File: src/rtl/univ_count_shift.sv
`default_nettype none
// ----------------------------------------------------------------------------
// univ_count_shift : N-bit universal register (load/shift/rotate/count), rev 1.0
// ----------------------------------------------------------------------------
module univ_count_shift #(
  parameter int     N       = 8,
  parameter longint MODULUS = 256,
  parameter bit     SAT     = 1'b0
) (
  input  logic         Clk,
  input  logic         Reset,
  input  logic         En,
  input  logic [2:0]   Mode,
  input  logic [N-1:0] D,
  input  logic         SerIn,
  output logic [N-1:0] Q,
  output logic         SerOut,
  output logic         Tc,
  output logic         Ovf
);

  localparam logic [2:0] MODE_HOLD = 3'b000;
  localparam logic [2:0] MODE_LOAD = 3'b001;
  localparam logic [2:0] MODE_SHR  = 3'b010;
  localparam logic [2:0] MODE_SHL  = 3'b011;
  localparam logic [2:0] MODE_ROR  = 3'b100;
  localparam logic [2:0] MODE_ROL  = 3'b101;
  localparam logic [2:0] MODE_UP   = 3'b110;
  localparam logic [2:0] MODE_DOWN = 3'b111;

  // Terminal value held at N+1 bits so MODULUS = 2^N stays representable.
  localparam logic [N:0] LIMIT = (N+1)'(MODULUS - 1);
  localparam logic [N:0] ONE   = (N+1)'(1);

  logic [N:0]   q_ext;
  logic [N:0]   q_inc;
  logic [N:0]   q_dec;
  logic [N-1:0] q_next;
  logic         ser_next;
  logic         ovf_next;

  assign q_ext = {1'b0, Q};
  assign q_inc = q_ext + ONE;
  assign q_dec = q_ext - ONE;

  assign Tc = ((Mode == MODE_UP) && (q_ext >= LIMIT)) ||
              ((Mode == MODE_DOWN) && (q_ext == '0));

  always_comb begin
    q_next   = Q;
    ser_next = SerOut;
    ovf_next = 1'b0;
    case (Mode)
      MODE_HOLD: q_next = Q;
      MODE_LOAD: q_next = D;
      MODE_SHR: begin
        q_next   = {SerIn, Q[N-1:1]};
        ser_next = Q[0];
      end
      MODE_SHL: begin
        q_next   = {Q[N-2:0], SerIn};
        ser_next = Q[N-1];
      end
      MODE_ROR: begin
        q_next   = {Q[0], Q[N-1:1]};
        ser_next = Q[0];
      end
      MODE_ROL: begin
        q_next   = {Q[N-2:0], Q[N-1]};
        ser_next = Q[N-1];
      end
      MODE_UP: begin
        if (q_ext < LIMIT) begin
          q_next = q_inc[N-1:0];
        end else begin
          q_next   = SAT ? LIMIT[N-1:0] : '0;
          ovf_next = 1'b1;
        end
      end
      MODE_DOWN: begin
        // An out-of-range value is clamped to the limit without flagging Ovf.
        if (q_ext == '0) begin
          q_next   = SAT ? '0 : LIMIT[N-1:0];
          ovf_next = 1'b1;
        end else if (q_ext > LIMIT) begin
          q_next = LIMIT[N-1:0];
        end else begin
          q_next = q_dec[N-1:0];
        end
      end
      default: q_next = Q;
    endcase
  end

  always_ff @(posedge Clk) begin
    if (Reset) begin
      Q      <= '0;
      SerOut <= 1'b0;
      Ovf    <= 1'b0;
    end else if (!En) begin
      Ovf    <= 1'b0;
    end else begin
      Q      <= q_next;
      SerOut <= ser_next;
      Ovf    <= ovf_next;
    end
  end

endmodule
`default_nettype wire
File: config.mk
export PLATFORM = sky130hd
export DESIGN_NAME = univ_count_shift
export DESIGN_NICKNAME = d
export VERILOG_FILES = /design/src/rtl/univ_count_shift.sv
export SDC_FILE = /design/constraint.sdc
export NUM_CORES = 1
export LEC_CHECK = 0
export ABC_AREA = 1
export ABC_CLOCK_PERIOD_IN_PS = 1740
export CAP_MARGIN = 25
export CELL_PAD_IN_SITES_DETAIL_PLACEMENT = 2
export CELL_PAD_IN_SITES_GLOBAL_PLACEMENT = 2
export CORE_UTILIZATION = 31
export CTS_CLUSTER_SIZE = 10
export DETAILED_ROUTE_END_ITERATION = 10
export DONT_BUFFER_PORTS = 1
export GPL_ROUTABILITY_DRIVEN = 1
export GPL_TIMING_DRIVEN = 0
export HOLD_SLACK_MARGIN = 0.15
export PLACE_DENSITY = 0.77
export SYNTH_ARGS = -nofsm -noshare
export SYNTH_HDL_FRONTEND = slang
export SYNTH_SLANG_ARGS = --single-unit
File: constraint.sdc
create_clock -name Clk -period 1.74 [get_ports Clk]
set_clock_uncertainty 0.05 [all_clocks]
set_input_delay 0.174 -clock Clk [delete_from_list [all_inputs] [get_ports Clk]]
set_output_delay 0.174 -clock Clk [all_outputs]
set_load 0.02 [all_outputs]
After elaboration in Yosys (flattened, before gate mapping)
Index checks and enable logic that the tools add are counted.
{"block": "totals", "in_bits": 15, "ff_bits": 10, "mem_bits_rw": 0, "latchBits": 0, "wordCells": 36, "n_memories": 0, "output_inout_bits": 11, "mem_bits_ro": 0}
{"block": "op_classes", "n_mul": 0, "bitwise": 2, "n_eq_ne": 7, "addsub": 2, "shifts": 0, "mux": 8, "reduce_logical": 11, "magnitude_cmp": 3, "div": 0}
{"cell": "case mux 8 bit (7 select lines)", "n": 1}
{"cell": "2-to-1 mux 8 bit", "n": 3}
{"cell": "equality test 3 bit (second input constant)", "n": 4}
{"cell": "logical NOT 9 bit", "n": 1}
{"cell": "adder 8 x 1 -> 8 bit (second input constant)", "n": 1}
{"cell": "greater-or-equal comparator 8 bit (second input constant)", "n": 1}
{"cell": "> comparator 8 bit (second input constant)", "n": 1}
{"cell": "less-than comparator 8 bit (second input constant)", "n": 1}
{"cell": "subtractor 8 x 1 -> 8 bit (second input constant)", "n": 1}
{"cell": "equality test 3 x 2 -> 1 bit (second input constant)", "n": 2}
{"cell": "OR reduction 2 bit", "n": 3}
{"cell": "case mux 1 bit (2 select lines)", "n": 2}
{"cell": "AND reduction 2 bit", "n": 2}
{"cell": "equality test 3 x 1 -> 1 bit (second input constant)", "n": 1}
{"cell": "logical NOT 3 bit", "n": 1}
{"cell": "logical AND 1 bit", "n": 2}
{"cell": "2-to-1 mux 1 bit", "n": 2}
{"cell": "inverter 1 bit", "n": 2}
{"cell": "nonzero test 2 bit", "n": 1}
{"cell": "logical OR 1 bit", "n": 1}

Longest topological paths before layout
{"block": "logic_depth", "depth_word": 4, "mapped_depth": 10, "mapped_depth_nobuf": 10}

Least setup slack after synthesis
OpenSTA, ideal clock, no wires.
{"block": "synth_timing", "kind": "reg-to-reg", "start": "register Q[1]", "end": "register Ovf", "required_time_ps": 1610, "setup_slack_ps": -260, "path_stages_with_launch": 7, "path_buffers": 0, "synth_period_minus_slack_ps": 2000, "setup_ps": 80, "t_arrival_ps": 1870, "path_cell_list": "dfxtp_1 -> ha_1 -> nand2_1 -> nor2_2 -> nand3_1 -> o31ai_1 -> nor3b_1"}
{"block": "synth_via", "elab_chain_len": 3, "word_cells_on_any_way": 5, "classes_between": "order compare: 1; mux: 3; reduce/logical: 1"}
{"element": "start: declaration", "line": "16", "source": "output logic [N-1:0] Q,"}
{"element": "start signal: assignment", "line": "103", "source": "Q <= q_next;"}
{"element": "less-than comparator 8 bit or logical NOT 9 bit (tied branches)", "line": "73, 82"}
{"element": "2-to-1 mux 1 bit, on equally long branches", "line": "73, 82"}
{"element": "case mux 1 bit (2 select lines) (*)", "line": "53", "source": "case (Mode)"}
{"element": "end signal: assignment", "line": "105", "source": "Ovf <= ovf_next;"}
{"element": "end: declaration", "line": "19", "source": "output logic Ovf"}
Mark *: on every way between the ends. The rest lies on a longest branch, timed or not.
A chain may end at the register's enable or synchronous reset.

Final worst setup path
{"block": "layout_timing", "start": "register Q[0]", "end": "output port Tc"}
{"block": "layout_via", "elab_chain_len": 3, "word_cells_on_any_way": 5, "classes_between": "order compare: 1; reduce/logical: 4"}
{"element": "greater-or-equal comparator 8 bit or logical NOT 9 bit (tied branches)", "line": "46, 47"}
{"element": "logical AND 1 bit, on equally long branches", "line": "46, 47"}
{"element": "logical OR 1 bit (*)", "line": "46", "source": "assign Tc = ((Mode == MODE_UP) && (q_ext >= LIMIT)) ||"}
{"element": "end: declaration", "line": "18", "source": "output logic Tc,"}
Marked as above.

==> impl_results.md <==
* Layout cells sized above 1 at 0.1963
* WL final at 4937 um
* Flop-to-flop setup slack at 0 ns
* PwrDens at 544.8 nW/um^2
* XOR/XNOR Fraction of Synth Area at 0.03157
* Hold endpoint: Q[5]
* Yosys cell types at 27
* Required @ worst endpoint at 1.52 ns
* WS Path Type: register to output pin
* Initial antenna violation count at 0
* Core area at 3390 um^2
* Hold depth at 4
* RSZ-0062 raised after global routing: true
* CTS tree: done
* Worst-margin pin slew at 0.4984 ns
* Worst skew pair latency at 0.28 ns
* Drt wl/cell at 18.99 um
* DRT Pass-1 Iters at 4
* #FFs+latches synth at 10
* Non-Filler Instances at 260
* Ys async rst share at 0
* Reg2Reg Launch Point: Q[0]
* Total CTS buffers at 3
* Slew HR at 0.6677
* CTS H-tree lvls at 1
* Root buffer cell: clkbuf_4
* Initial cell density of the core at 0.3274
* Worst Path Max Fanout at 8
* Post-layout min period at about 1.8 ns
* Fin. max-slew vios at 0
* Mapped Area at between 1000 and 1500 um^2
* Top-area cell type share of the netlist area at 0.2029
* Syn Area/Cell at 5.549 um^2
* Grt total ovfl at 0
* Synth Area in Compound Gates at 0.1466
* Drt drc at 0
* Min-delay worst type: input port to register
* Vias/cell at 5.265
* Max VDD drop at 344.7 uV
* Synth area leader: nand2_1
* Row Count at 21
* Failing checks: setup timing
* P&R area growth vs syn at 25.93%
* Number of global-route vias before repair at 1440
* Power consumption at 0.0007614 W
* CTS max path bufs at 2
* Period utilisation layout at 1.014
* Top cells by area, synth: nand2_1 (20%), dfxtp_1 (18%), nor2_1 (12%), nand3_1 (8.1%), inv_1 (6.1%)
* I/O Pins at 26
* Chip Height at between 60 and 70 um
* Adder-Cell Fraction of Synth Area at 0.05637
* Final core occ at 0.4123
* DP HPWL at 3319 um
* Worst setup margin at -0.02433 ns
* Post-Syn Nets at 220
* Critical Path Sink Type: output pin
* Startpoint type of the worst setup path: register
* Antenna violation net count after detailed routing at 0
* Final instance area at 1398 um^2
* DR vias at 1369
* Final TNS setup at -0.02577 ns
* First-pass GRT wire length at 7086 um
* Final setup fails at 2
* Sequential area share after synthesis at 0.1804
* Critical Path AT at 1.54 ns
* Reg-to-reg endpoint: Q[7]
* Post-placement cell area at 1181 um^2
* Predominant post-synthesis flop cell: dfxtp_1
* Min-delay src: D[5]
* Largest net degree at the start of global routing at 11
* GPL Wtd Cong at between 0.8 and 0.9
* Post-synth EDFFs at 0
* Net count, final at between 200 and 250
* Largest family of logic cells by synthesized area: simple AND/OR/NAND/NOR gates
* DR iter-0 viols at 48
* F_max at 566.8 MHz
* Mux contribution to synthesized area at 0
* IO Port Bufs at 0
* Placed cell count at 246
* Lkg Pwr at between 0.6 and 0.7 nW
* Hold Vio Cnt, Final at 0
* Die X at 61.84 um
* Status: complete, but fails checks
* Cells after synthesis at 200
* Die area at 3824 um^2
* Clock sinks at 10
* Synth warn at 0
* Diodes inserted at 0
* Simple-gate portion of the synthesized area at 0.4825
* Max-capacitance violation count at 0
* Reg clk slew, reported paths at 0.07 ns
* R2R depth at 10
* Total track usage at 0.2585
critical path: stages, from the launching register on:
cell	delay (ns)
dfxtp_4	0.45
ha_4	0.18
nand2_4	0.06
nor2_4	0.10
nand3_2	0.11
o31ai_4	0.36
where the power goes:
part / switching [W] / internal, W / total, W
Sequential: 0.0000435 / 0.000244 / 0.000288
Combinational: 0.000200 / 0.000106 / 0.000305
Clock: 0.0000882 / 0.0000804 / 0.000169
sequential cells by signal (all words and copies together) (netlist names):
name / count
Ovf: 1
SerOut: 1
Q: 8
worst max-delay path by stage:
stage,cells past startpoint,from,to,slack [ns]
after global routing,10,Q[0],Q[6],-0.06
after CTS,5,Q[0],Tc,-0.05
after global placement,6,Q[0],Ovf,-0.30
final,5,Q[0],Tc,-0.02
after floorplan,6,Q[1],Ovf,0.02
after detailed placement,6,Q[1],Ovf,-0.33
cell families (layout without fill, tap and decap cells):
family / after synthesis / count (layout)
DFF: 10 / 10
xor gates and xnor gates: 4 / 4
adders and majority gates: 5 / 5
and+or+nand+nor: 126 / 126
buffers and inverters: 27 / 41
AOI/OAI and AO/OA: 28 / 28
stage by stage:
| step | hold slack (ns) | setup WS, ns |
|---|---|---|
| floorplan | 0.2539 | 0.01858 |
| global placement | 0.2569 | -0.2997 |
| detailed placement | 0.2645 | -0.3324 |
| CTS | 0.1670 | -0.04688 |
| global route | 0.2100 | -0.05718 |
| finish | 0.1563 | -0.02433 |
cells in the final DEF (no fill, tap or decap), drive strengths merged:
cell type	n
nand3	20
nor3b	1
o31ai	2
nand2	62
o211ai	1
buf	11
o21ai	11
xnor2	1
dfxtp	10
or2	1
a21oi	13
ha	5
clkbuf	4
inv	19
nand3b	1
dlygate4sd3	7
nand4	4
o22ai	1
xor2	3
nor2	37
synthesized netlist by cell type (2+ instances only):
library cell / number
o21ai_0: 10
a21oi_1: 13
ha_1: 5
xor2_1: 3
buf_2: 4
dfxtp_1: 10
nand2_1: 60
nand2_2: 2
nand3_2: 2
inv_1: 18
nand3_1: 18
buf_4: 2
nor2_1: 36
nand4_1: 4
area by class of cell:
| cell class | instances | area (um^2) |
|---|---|---|
| timing repair buffer | 11 | 100.1 |
| multi-input combinational | 163 | 869.6 |
| clock buffer | 3 | 22.52 |
| buffer | 8 | 56.30 |
| tap | 46 | 57.56 |
| inverter | 19 | 71.32 |
| sequential | 10 | 220.2 |
| fill | 431 | 1992 |
per-layer routing:
layer,vias to the layer above,wire length [um],share of wire,track usage
li1,671,-,-,-
met1,669,2257,0.46,0.3466
met2,24,2527,0.51,0.4624
met3,5,110,0.022,0.006211
met4,0,41,0.0083,0.05714
met5,-,0,0,0
timing repair:
action,4_1_cts,5_1_grt
hold endpoints to repair,7,0
hold buffers,7,0
pin swaps,4,3
setup buffers,4,0
resized for setup,22,17
endpoints found under the setup margin,10,8
Power figures use the tool's default switching activity.
